--- src/rtl/clk_div_prog_if.sv ---
// Control/status bundle for the programmable clock divider.
// The core drives writes and enables; the divider returns clocks and strobes.
interface clk_div_prog_if #(
    parameter int NUM_CH = 4,
    parameter int CNT_W  = 32,
    parameter int CH_W   = (NUM_CH > 1) ? $clog2(NUM_CH) : 1
);
    logic                    wr_en;
    logic [CH_W-1:0]         wr_ch;
    logic [CNT_W-1:0]        wr_div;
    logic [NUM_CH-1:0]       ch_en;
    logic [NUM_CH-1:0]       sclk;
    logic [NUM_CH-1:0]       tick;
    logic [NUM_CH-1:0]       rise;
    logic [NUM_CH*CNT_W-1:0] div_q;

    modport master (
        output wr_en, wr_ch, wr_div, ch_en,
        input  sclk, tick, rise, div_q
    );

    modport slave (
        input  wr_en, wr_ch, wr_div, ch_en,
        output sclk, tick, rise, div_q
    );
endinterface

--- src/rtl/clk_div_prog.sv ---
// Run-time programmable multi-channel clock divider.
// Each channel toggles sclk every div+1 enabled cycles and pulses tick/rise.
module clk_div_prog #(
    parameter int NUM_CH      = 4,
    parameter int CNT_W       = 32,
    parameter int DEFAULT_DIV = 200000,
    parameter int CH_W        = (NUM_CH > 1) ? $clog2(NUM_CH) : 1
) (
    input  logic            clk,
    input  logic            rst_n,
    clk_div_prog_if.slave   bus
);

    localparam logic [CNT_W-1:0] DEF = CNT_W'(DEFAULT_DIV);

    for (genvar i = 0; i < NUM_CH; i++) begin : g_ch
        logic [CNT_W-1:0] div_r;
        logic [CNT_W-1:0] cnt_r;
        logic             sclk_r;
        logic             tick_r;
        logic             rise_r;
        logic             wr_hit;
        logic             term;

        // Out-of-range channel numbers never match, so such writes are dropped.
        assign wr_hit = bus.wr_en && (bus.wr_ch == CH_W'(i));
        assign term   = (cnt_r == div_r);

        always_ff @(posedge clk) begin
            if (!rst_n) begin
                div_r  <= DEF;
                cnt_r  <= '0;
                sclk_r <= 1'b0;
                tick_r <= 1'b0;
                rise_r <= 1'b0;
            end else if (wr_hit) begin
                div_r  <= bus.wr_div;
                cnt_r  <= '0;
                sclk_r <= 1'b0;
                tick_r <= 1'b0;
                rise_r <= 1'b0;
            end else if (!bus.ch_en[i]) begin
                cnt_r  <= '0;
                sclk_r <= 1'b0;
                tick_r <= 1'b0;
                rise_r <= 1'b0;
            end else if (term) begin
                cnt_r  <= '0;
                sclk_r <= ~sclk_r;
                tick_r <= 1'b1;
                rise_r <= ~sclk_r;
            end else begin
                cnt_r  <= cnt_r + 1'b1;
                tick_r <= 1'b0;
                rise_r <= 1'b0;
            end
        end

        assign bus.sclk[i]                 = sclk_r;
        assign bus.tick[i]                 = tick_r;
        assign bus.rise[i]                 = rise_r;
        assign bus.div_q[i*CNT_W +: CNT_W] = div_r;
    end

endmodule

--- src/flat_wrapper.sv ---
// flat-port wrapper written by rule: the top's interface ports become plain ports
module clk_div_prog_flat 
#(
    parameter int NUM_CH      = 4,
    parameter int CNT_W       = 32,
    parameter int DEFAULT_DIV = 200000,
    parameter int CH_W        = (NUM_CH > 1) ? $clog2(NUM_CH) : 1
)
  (clk, rst_n, bus_wr_en, bus_wr_ch, bus_wr_div, bus_ch_en, bus_sclk, bus_tick, bus_rise, bus_div_q);
  clk_div_prog_if #(.NUM_CH(NUM_CH), .CNT_W(CNT_W), .CH_W(CH_W)) bus_i ();
  input  logic clk;
  input  logic rst_n;
  input wire logic [$bits(bus_i.wr_en)-1:0] bus_wr_en;
  input wire logic [$bits(bus_i.wr_ch)-1:0] bus_wr_ch;
  input wire logic [$bits(bus_i.wr_div)-1:0] bus_wr_div;
  input wire logic [$bits(bus_i.ch_en)-1:0] bus_ch_en;
  output wire logic [$bits(bus_i.sclk)-1:0] bus_sclk;
  output wire logic [$bits(bus_i.tick)-1:0] bus_tick;
  output wire logic [$bits(bus_i.rise)-1:0] bus_rise;
  output wire logic [$bits(bus_i.div_q)-1:0] bus_div_q;
  assign bus_i.wr_en = bus_wr_en;
  assign bus_i.wr_ch = bus_wr_ch;
  assign bus_i.wr_div = bus_wr_div;
  assign bus_i.ch_en = bus_ch_en;
  assign bus_sclk = bus_i.sclk;
  assign bus_tick = bus_i.tick;
  assign bus_rise = bus_i.rise;
  assign bus_div_q = bus_i.div_q;
  clk_div_prog #(.NUM_CH(NUM_CH), .CNT_W(CNT_W), .DEFAULT_DIV(DEFAULT_DIV), .CH_W(CH_W)) u_core (.clk(clk), .rst_n(rst_n), .bus(bus_i));
endmodule
--- config.mk ---
export PLATFORM = sky130hd
export DESIGN_NAME = clk_div_prog_flat
export DESIGN_NICKNAME = d
export VERILOG_FILES = /design/src/rtl/clk_div_prog_if.sv /design/src/rtl/clk_div_prog.sv /design/src/flat_wrapper.sv
export SDC_FILE = /design/constraint.sdc
export NUM_CORES = 1
export LEC_CHECK = 0
export BUFFER_PORTS_ARGS = -buffer_cell sky130_fd_sc_hd__buf_2
export CORE_MARGIN = 10
export CORE_UTILIZATION = 57
export DETAILED_ROUTE_END_ITERATION = 12
export PLACE_DENSITY = 0.85
export SYNTH_ARGS = -nofsm -noshare
export SYNTH_HDL_FRONTEND = slang
export SYNTH_SLANG_ARGS = --single-unit
--- constraint.sdc ---
create_clock -name clk -period 2 [get_ports clk]
set_input_delay 0.1 -clock clk [delete_from_list [all_inputs] [get_ports clk]]
set_output_delay 0.1 -clock clk [all_outputs]
set_load 0.05 [all_outputs]
==> results of run 1 <==
metal layers:
| layer | global-route usage, % | wire, µm | up-vias |
|---|---|---|---|
| li1 | - | - | 5137 |
| met1 | 32.6 | 15300 | 5191 |
| met2 | 42.5 | 18000 | 470 |
| met3 | 5.06 | 2920 | 124 |
| met4 | 15.3 | 2290 | 0 |
| met5 | 0 | 0 | - |
repair_timing:
action / CTS / global route
hold endpoints to repair: 139 / 0
pin swaps: 0 / 2
setup endpoints to repair: 20 / 65
cloned: 0 / 0
hold buffers: 37 / 0
gates resized for setup: 1 / 6
setup buffers: 0 / 1
final timing paths:
check,end,slack [ns],cells past startpoint
setup / recovery,u_core.g_ch[3].cnt_r[16],0.10,6
hold / removal,u_core.g_ch[0].div_r[26],0.16,5
setup reg to reg,u_core.g_ch[3].cnt_r[16],0.10,6
hold reg to reg,u_core.g_ch[0].rise_r,0.47,1
placed cells by master, fill, tap and decap left out, types with 2 or more instances in the layout:
master         count
and4_1            12
xor2_1           195
nor4_1            29
clkinv_2           6
and2_1             6
or3_1             17
nor2b_1            2
bufinv_16          5
a21boi_0          80
a21oi_1           16
dlygate4sd3_1     37
o21ai_2            4
buf_2            179
nand3b_1           2
o21ai_0           15
nand4_2            3
buf_4             40
nand4b_1           2
a21boi_1          24
dfxtp_1          267
and4_2             2
nand2_1          291
nand3_2            2
xnor2_1           40
nand3_1           69
or2_1              4
nand4_1           45
nor4_2             7
ha_1               4
inv_1             11
clkbuf_16         29
clkinvlp_4         3
and3_1            23
nor2_1           132
nor3_1            15
clkbuf_8           8
kinds of logic (layout without fill, tap and decap cells):
family	count (synthesis)	count (layout)
AND/OR/NAND/NOR	676	676
flip-flops	268	268
XOR/XNOR	235	235
adder cells (fa/ha/maj)	4	4
other	0	1
AO/OA/AOI/OAI	140	140
multiplexers	1	1
buffers and inverters	98	322
report_power, final:
group | switching, mW | internal [mW]
clock | 2.23 | 3.58
sequential | 0.126 | 5.44
combinational | 0.779 | 0.321
cell type report:
class	instances	share of cell area [%]
clock inverters	14	1.37
inverters	12	0.399
clock buffers	38	5.69
repair buffers	258	10.8
flip-flops and latches	268	36.4
diodes	1	0.0170
well taps	275	2.33
multi-input cells	1056	42.9
sequential cells by signal, summed over array words and instances, names as in the netlist:
signal / count
u_core.g_ch.sclk_r: 4
u_core.g_ch.tick_r: 4
u_core.g_ch.rise_r: 4
u_core.g_ch.cnt_r: 128
u_core.g_ch.div_r: 128
critical path, stage by stage (launching register included):
cell,delay [ns]
dfxtp_1,0.47
xor2_1,0.15
nor4_1,0.39
nand4_1,0.24
o21ai_2,0.21
buf_4,0.25
nor2_1,0.08
per-stage QoR:
step | hold slack [ns] | util (%) | setup slack, ns
after floorplan | 0.224 | - | 0.210
after global placement | 0.416 | 63.4 | 0.109
after detailed placement | 0.428 | 63.4 | -0.0226
after CTS | 0.139 | 70.2 | 0.0934
after global routing | 0.177 | 70.4 | 0.0206
final | 0.160 | 70.4 | 0.100
==> results.yml, run 1 <==
drt:
  dr.pass1.iters: 6
  wl_um: 38600
  wl_per_cell_um: 20.1
  drt_first_iter_violations: 1095
  ant_nets: 0
  vias: 10900
  routed_via_density: 5.68
  drc_errors: 0
setup_path:
  cp_max_fo: 18
  startpoint_type: "flop"
  critPathKind: "reg2reg"
  critPathArrivalTime_ns: 2.33
  r2r-start: "u_core.g_ch[3].cnt_r[9]"
  critical_path.startpoint: "u_core.g_ch[3].cnt_r[9]"
  endpoint_kind: "flop"
  cp_data_required_time_ns: 2.43
cts:
  cts_buffers: 28
  root_buffer: "clkbuf_16"
  clock_latency_ns: 0.55
  htreeDepth: 1
  cts_tree: "built"
  cts.sinks: 268
  cts.clk_slew.worst_paths_ns: 0.07
  clockBufferDepth: 3
sta:
  fin_skew_ns: 0.0109
  final-hold-violation-count: 0
  max_slew_margin_pct: 70.2
  finalMaxSlewViolations: 0
  fin_tns_setup_ns: 0
  tightest_slew_ns: 0.447
  max_freq_ghz: 0.526
  setup_viol: 0
  rsz0062_at_grt: "false"
  finalCritPeriodShare_pct: 95.0
  period_minus_slack_ns: 1.90
synth:
  synthAdderAreaFrac_pct: 0.413
  postSynthCellCount: 1422
  synth_compound_area_share_pct: 7.95
  synth_top_family_by_area: "simple AND/OR/NAND/NOR gates"
  synth_area_leaders: "dfxtp_1, xor2_1, nand2_1, a21boi_0, nor2_1"
  synth_edf_count: 0
  synth_area_leader_cell: "dfxtp_1"
  yosys.cell_types.count: 46
  yosys.area_share.simple_pct: 26.4
  yosysWarnings: 0
  synthArstFlopShare_pct: 0
  ys_ff_latch: 268
  synth-xor-area-share_pct: 17.0
  syn-cell-area_mm2: 0.0121
  synth-main-ff-cell: "dfxtp_1"
  synth_nets: 1467
  ys_seq_area_share_pct: 44.3
  synth_common_cells: "nand2_1, dfxtp_1, xor2_1, nor2_1, a21boi_0"
  muxShareOfSynthArea_pct: 0.0826
  syn_avg_cell_area_um2: 8.52
  synth.most_common_cell: "nand2_1"
  yosysTopAreaCellShare_pct: 44.3
floorplan:
  dieArea_mm2: 0.0275
  initial_utilization_pct: 57.8
  ios: 181
  die_width_um: 166
  rows: 53
  coreArea_mm2: 0.0210
  die_h_um: 166
min_path:
  hold_path.class: "in2reg"
  hp-start: "bus_wr_ch[1]"
placement:
  place.detailed.hpwl_um: 26900
  port_buffers: 180
  placed_area_mm2: 0.0133
  dp_cells: 1831
  gp_congestion: 0.939
pwr:
  ir_drop_v: 0.000712
  power_leakage_nw: 6.35
  total_power_mw: 12.5
  powerDensity_mw_per_mm2: 846
finish:
  stdcell_count: 1922
  fin_area_mm2: 0.0147
  register_area_mm2: 0.00537
  multi_input_area_mm2: 0.00633
  drive_gt1_share_pct: 18.3
  area_delta_synth_final_pct: 21.7
  fillers: 1601
  nets: 1669
job:
  drv_cap: 0
global_route:
  antenna_found_initial: 1
  grt_pass1_wl_um: 60000
  grt_pass1_vias: 10700
  grt-ovfl-total: 0
  grt_start_max_net_pins: 44
  grt.total_usage_pct: 26.5
status:
  status: "finished clean"
Note: power is estimated with default switching activity, not from simulation.
==> inputs of run 2 (changes only) <==
CORE_UTILIZATION = 52   (was 57)
PLACE_DENSITY = 0.82   (was 0.85)
clock period = 1.7 ns   (was 2 ns; I/O delays follow)
==> run 2 against run 1 <==
Net effect: the run now ends with negative setup slack left; combinational power increased by 35%; highest routed layer is now met5; first-iteration DRC count decreased by 1.9%; flip-flop and latch count unchanged; count of clock-buffer cells in the layout increased by 7; worst setup slack got worse by 0.27 ns; sequential share of layout area decreased by 2.3 points.
==> results.yml, run 2 (synthesis results as in run 1) <==
setup_path:
  endpoint_kind: "flop"
  reg2reg_depth: 7
  slowest_stage: "dfxtp_2"
  r2r_slack_ns: -0.17
  critPathArrivalTime_ns: 2.31
  crit_buf_inv: 2
  r2r-start: "u_core.g_ch[2].div_r[21]"
  cp_max_fo: 15
  critical_path.startpoint: "u_core.g_ch[2].div_r[21]"
  cp_data_required_time_ns: 2.14
  critPathKind: "reg2reg"
  startpoint_type: "flop"
  max_stage_delay_ns: 0.34
  cp_top_family: "simple AND/OR/NAND/NOR gates"
  path_cells: "xor2_1 -> nor4_1 -> nand4_1 -> buf_4 -> o21ai_4 -> clkbuf_16 -> nor2_1"
  cp.depth: 7
global_route:
  antenna_found_initial: 3
  grt.total_usage_pct: 25.4
  grt_pass1_wl_um: 61500
  use_met1_pct: 30.9
  grt_pass1_vias: 11100
  grt_use_met3_pct: 5.69
  globalRouteMet2Util_pct: 40.4
  grt_start_max_net_pins: 49
  gr-max-usage-layer: "met2"
  grt-ovfl-total: 0
finish:
  multi_input_area_mm2: 0.00669
  stdcell_count: 2077
  area_delta_synth_final_pct: 33.4
  final_common_cell: "nand2_1"
  register_area_mm2: 0.00552
  top_regs: "u_core.g_ch.cnt_r (128), u_core.g_ch.div_r (128)"
  nets: 1792
  final_cell_mix: "nand2_1, xor2_1, buf_2"
  fillers: 1639
  drive_gt1_share_pct: 32.1
pwr:
  powerDensity_mw_per_mm2: 851
  clock_power_share_pct: 41.6
  ir_drop_v: 0.000645
  power_leakage_nw: 7.02
  power_frac_seq_pct: 47.6
  comb_power_share_pct: 10.8
  intPower_mw: 10.2
  netSwitchingPower_mw: 3.59
  total_power_mw: 13.8
  power_switching_share_pct: 26.1
min_path:
  hp-start: "bus_wr_ch[1]"
  hold_path.class: "in2reg"
  hold_depth: 5
sta:
  tightest_slew_ns: 0.389
  max_freq_ghz: 0.535
  max_slew_margin_pct: 73.8
  final-hold-violation-count: 0
  setup_viol: 133
  finalMaxSlewViolations: 0
  fin_skew_ns: 0.0183
  layout_setup_ws_ns: -0.171
  finalCritPeriodShare_pct: 110
  fin_tns_setup_ns: -13.02
  rsz0062_at_grt: "true"
  period_minus_slack_ns: 1.87
floorplan:
  dieArea_mm2: 0.0298
  coreArea_mm2: 0.0228
  die_width_um: 173
  initial_utilization_pct: 53.2
  rows: 55
  die_h_um: 173
  ios: 181
job:
  drv_cap: 0
cts:
  clock_latency_ns: 0.56
  cts_tree: "built"
  clockBufferDepth: 3
  root_buffer: "clkbuf_16"
  cts.clk_slew.worst_paths_ns: 0.06
  htreeDepth: 1
  cts_buffers: 28
  cts.sinks: 268
status:
  violations: "negative setup slack"
  status: "complete, but fails checks"
placement:
  pre_cts_ws_ns: -0.180
  dp_cells: 1971
  port_buffers: 180
  place.detailed.hpwl_um: 29000
  gp_congestion: 0.932
drt:
  routed_via_density: 5.55
  dr.pass1.iters: 6
  vias: 11500
  wl_um: 41800
  drt_first_iter_violations: 1074
  ant_nets: 0
  wl_per_cell_um: 20.1
  drc_errors: 0
run 2: changes by cell type in the layout (fill, tap and decap cells not counted), moves of 8 or more:
cell      change
dfxtp_1     -113
nor4_1        -9
buf_4       +106
nor2_4       +15
buf_6         +8
clkbuf_1     +11
dfxtp_2     +109
nor2_1       -18
run 2: per-stage QoR:
step           cell area, µm²  hold WS (ns)  utilization [%]
2_1_floorplan           12200         0.209                -
3_3_place_gp            14200         0.401             62.6
3_5_place_dp            14200         0.410             62.6
4_1_cts                 15600         0.120             68.3
5_1_grt                 16200         0.139             71.0
6_report                16200         0.120             71.0
run 2: worst reg2reg max path: cells and delay by family, from the launching register on:
kind                      cells  cell delay, ns
and+or+nand+nor               3            0.51
buffers and inverters         2            0.42
DFF                           1            0.34
AOI/OAI and AO/OA             1            0.28
xor gates and xnor gates      1            0.21
run 2: what timing repair did:
item	4_1_cts	5_1_grt
hold buffers	38	0
endpoints found under the hold margin	140	0
setup endpoints to repair	139	139
cloned	0	6
setup buffers	3	12
pin swaps	12	35
gates resized for setup	21	92
run 2: final cells by class:
cell class / instances / share of cell area, %
multi-input cells: 1056 / 41.4
clock buffers: 45 / 5.11
well taps: 313 / 2.42
repair buffers: 381 / 16.5
inverters: 12 / 0.364
flip-flops and latches: 268 / 34.1
diodes: 2 / 0.0310
run 2: metal layers:
metal  routed length, µm  up-vias
li1                    -     5373
met1               16200     5439
met2               19400      573
met3                3640      150
met4                2510        2
met5                  11        -
run 2: power by group through the flow:
stage	registers, mW	clock network (mW)	logic, mW
detailed placement	6.68	0	1.29
finish	6.54	5.73	1.48
global placement	6.67	0	1.27
global route	6.55	5.97	1.55
CTS	6.54	5.75	1.37
floorplan	7.04	0	0.403
run 2: final timing paths:
| path | to |
|---|---|
| min reg2reg | u_core.g_ch[2].cnt_r[0] |
| min | u_core.g_ch[0].div_r[24] |
| max reg2reg | u_core.g_ch[2].cnt_r[13] |
| max | u_core.g_ch[2].cnt_r[13] |
==> inputs of run 3 (changes only) <==
ABC_AREA = 1   (was not set)
CORE_UTILIZATION = 53   (was 52)
==> run 3 against run 2 <==
Net effect: wire length rose by 18%; non-clock buffer count fell by 73; final cell count up 31%; die area is 11% higher; the run now ends clean; total power is 7.0% higher; area after synthesis is 15% higher; worst setup slack improved by 0.23 ns; synthesized cell count rose by 47%; first-iteration DRC count grew 9.4%; critical path type unchanged; count of clock-buffer cells in the layout decreased by 7; global-route usage up 2.7 points; via count is 23% higher.
==> results.yml, run 3 <==
finish:
  drive_gt1_share_pct: 18.0
  area_delta_synth_final_pct: 23.0
  nets: 2413
  stdcell_count: 2730
  top_regs: "u_core.g_ch.cnt_r (128), u_core.g_ch.div_r (128)"
  final_common_cell: "nand2_1"
  final_cell_mix: "nand2_1, nor2_1, dfxtp_1"
synth:
  synth.most_common_cell: "nand2_1"
  synthArstFlopShare_pct: 0
  yosys.cell_types.count: 29
  postSynthCellCount: 2095
  yosysWarnings: 0
  syn-cell-area_mm2: 0.0139
  synth_area_leader_cell: "dfxtp_1"
  synth_area_leaders: "dfxtp_1, nand2_1, nor2_1, xnor2_1, inv_1"
  synth_nets: 2140
  ys_ff_latch: 268
  synth_edf_count: 0
  synth_common_cells: "nand2_1, nor2_1, dfxtp_1, inv_1, o21ai_0"
  syn_avg_cell_area_um2: 6.66
  synth-main-ff-cell: "dfxtp_1"
  ys_seq_area_share_pct: 38.5
  yosysTopAreaCellShare_pct: 38.5
setup_path:
  cp_max_fo: 16
  crit_buf_inv: 1
  cp_data_required_time_ns: 2.12
  crit_top_cell: "nor2_1"
  startpoint_type: "flop"
  critPathArrivalTime_ns: 2.06
  slowest_stage: "xnor2_1"
  max_stage_delay_ns: 0.34
  endpoint_kind: "flop"
  cp_top_family: "simple AND/OR/NAND/NOR gates"
  critPathKind: "reg2reg"
  path_cells: "xnor2_1 -> nand2_1 -> nor2_1 -> nand2_1 -> nor2_1 -> nand2_2 -> nand2_4 -> buf_12 -> nor2_1"
floorplan:
  coreArea_mm2: 0.0260
  die_width_um: 182
  dieArea_mm2: 0.0332
  die_h_um: 182
  initial_utilization_pct: 53.7
  rows: 59
  ios: 181
drt:
  ant_nets: 0
  wl_per_cell_um: 18.1
  drc_errors: 0
  drt_first_iter_violations: 1175
  routed_via_density: 5.21
  vias: 14200
  wl_um: 49300
  dr.pass1.iters: 7
global_route:
  grt.total_usage_pct: 28.1
  grt_start_max_net_pins: 48
  grt_pass1_wl_um: 74800
  antenna_found_initial: 3
  grt_pass1_vias: 13500
  grt-ovfl-total: 0
sta:
  period_minus_slack_ns: 1.64
  whs_ns: 0.0774
  finalMaxSlewViolations: 0
  max_slew_margin_pct: 71.3
  tightest_slew_ns: 0.427
  final-hold-violation-count: 0
  fin_skew_ns: 0.0170
  max_freq_ghz: 0.610
  setup_viol: 0
  finalCritPeriodShare_pct: 96.4
cts:
  cts.clk_slew.worst_paths_ns: 0.06
  cts_tree: "built"
  root_buffer: "clkbuf_16"
  clockBufferDepth: 3
  clock_latency_ns: 0.55
  cts.sinks: 268
  cts_buffers: 29
  htreeDepth: 1
pwr:
  power_leakage_nw: 7.33
  powerDensity_mw_per_mm2: 858
  ir_drop_v: 0.00102
  total_power_mw: 14.7
job:
  drv_cap: 0
placement:
  port_buffers: 180
  place.detailed.hpwl_um: 37800
  gp_congestion: 1.03
  dp_cells: 2630
min_path:
  hold_path.class: "in2reg"
status:
  status: "finished clean"
==> run 3: cell count changes in the layout (fill, tap and decap cells not counted), sizes merged, moves of 17 or more <==
cell / change
nor2: +347
o21ai: +89
buf: -71
or3: -17
xnor2: +65
nand2: +316
nor4: -36
nor3: +20
and3: -25
a21oi: +26
inv: +198
nand4: -27
a21boi: -104
xor2: -133
==> run 3: through the flow <==
stage	util (%)	worst slack, ns	cell area, µm²	TNS (ns)
floorplan	-	0.0664	13900	0
global placement	60.2	0.0849	15700	0
detailed placement	60.2	0.0525	15700	0
CTS	65.2	0.0224	16900	0
global route	66.0	-0.0196	17100	-0.0976
finish	66.0	0.0605	17200	0
==> run 3: routing by layer <==
metal  global-route usage, %  share of wire [%]  up-vias
met4                    11.3                4.3        0
met5                       0                  0        -
met2                    45.2                 45      571
met1                    35.6                 41     6570
li1                        -                  -     6976
met3                    6.43                9.4      116
==> run 3: final timing paths <==
| check | cells past startpoint | startpoint | slack (ns) | end |
|---|---|---|---|---|
| max | 9 | u_core.g_ch[2].div_r[30] | 0.06 | u_core.g_ch[2].cnt_r[2] |
| min | 5 | bus_wr_ch[0] | 0.08 | u_core.g_ch[0].div_r[15] |
| max reg2reg | 9 | u_core.g_ch[2].div_r[30] | 0.06 | u_core.g_ch[2].cnt_r[2] |
| min reg2reg | 1 | u_core.g_ch[2].cnt_r[0] | 0.48 | u_core.g_ch[2].cnt_r[0] |
==> run 3: final cells by class <==
class                      count  area [µm²]
fill                        2346        8830
clock inverter                15         114
multi-input combinational   1552        7540
antenna                        5        12.5
timing repair buffer         308        2100
inverter                     209         785
sequential                   268        5380
clock buffer                  38         800
tap                          335         419
==> run 3: report_power, final <==
part           internal (mW)  switching [mW]
sequential              6.45           0.166
combinational          0.580            1.41
clock                   3.46            2.66
total                   10.5            4.23
==> run 3: kinds of logic after synthesis <==
kind of cell,Yosys count,share of synthesized area [%]
adders and majority gates,4,0.359
AOI/OAI and AO/OA,159,5.87
xor gates and xnor gates,167,10.5
DFF,268,38.5
and+or+nand+nor,1222,36.6
buffers and inverters,275,8.23
==> run 3: repair_timing <==
action                                  in CTS  in global routing
setup buffers                                0                  1
hold buffers                                38                  0
endpoints found under the hold margin      123                  0
resized for setup                            0                 42
endpoints found under the setup margin       0                126
==> run 3: worst min-delay path: stages <==
cell	delay (ns)
buf_2	0.10
nor2_2	0.05
inv_2	0.19
nor2_1	0.07
nor2_1	0.09
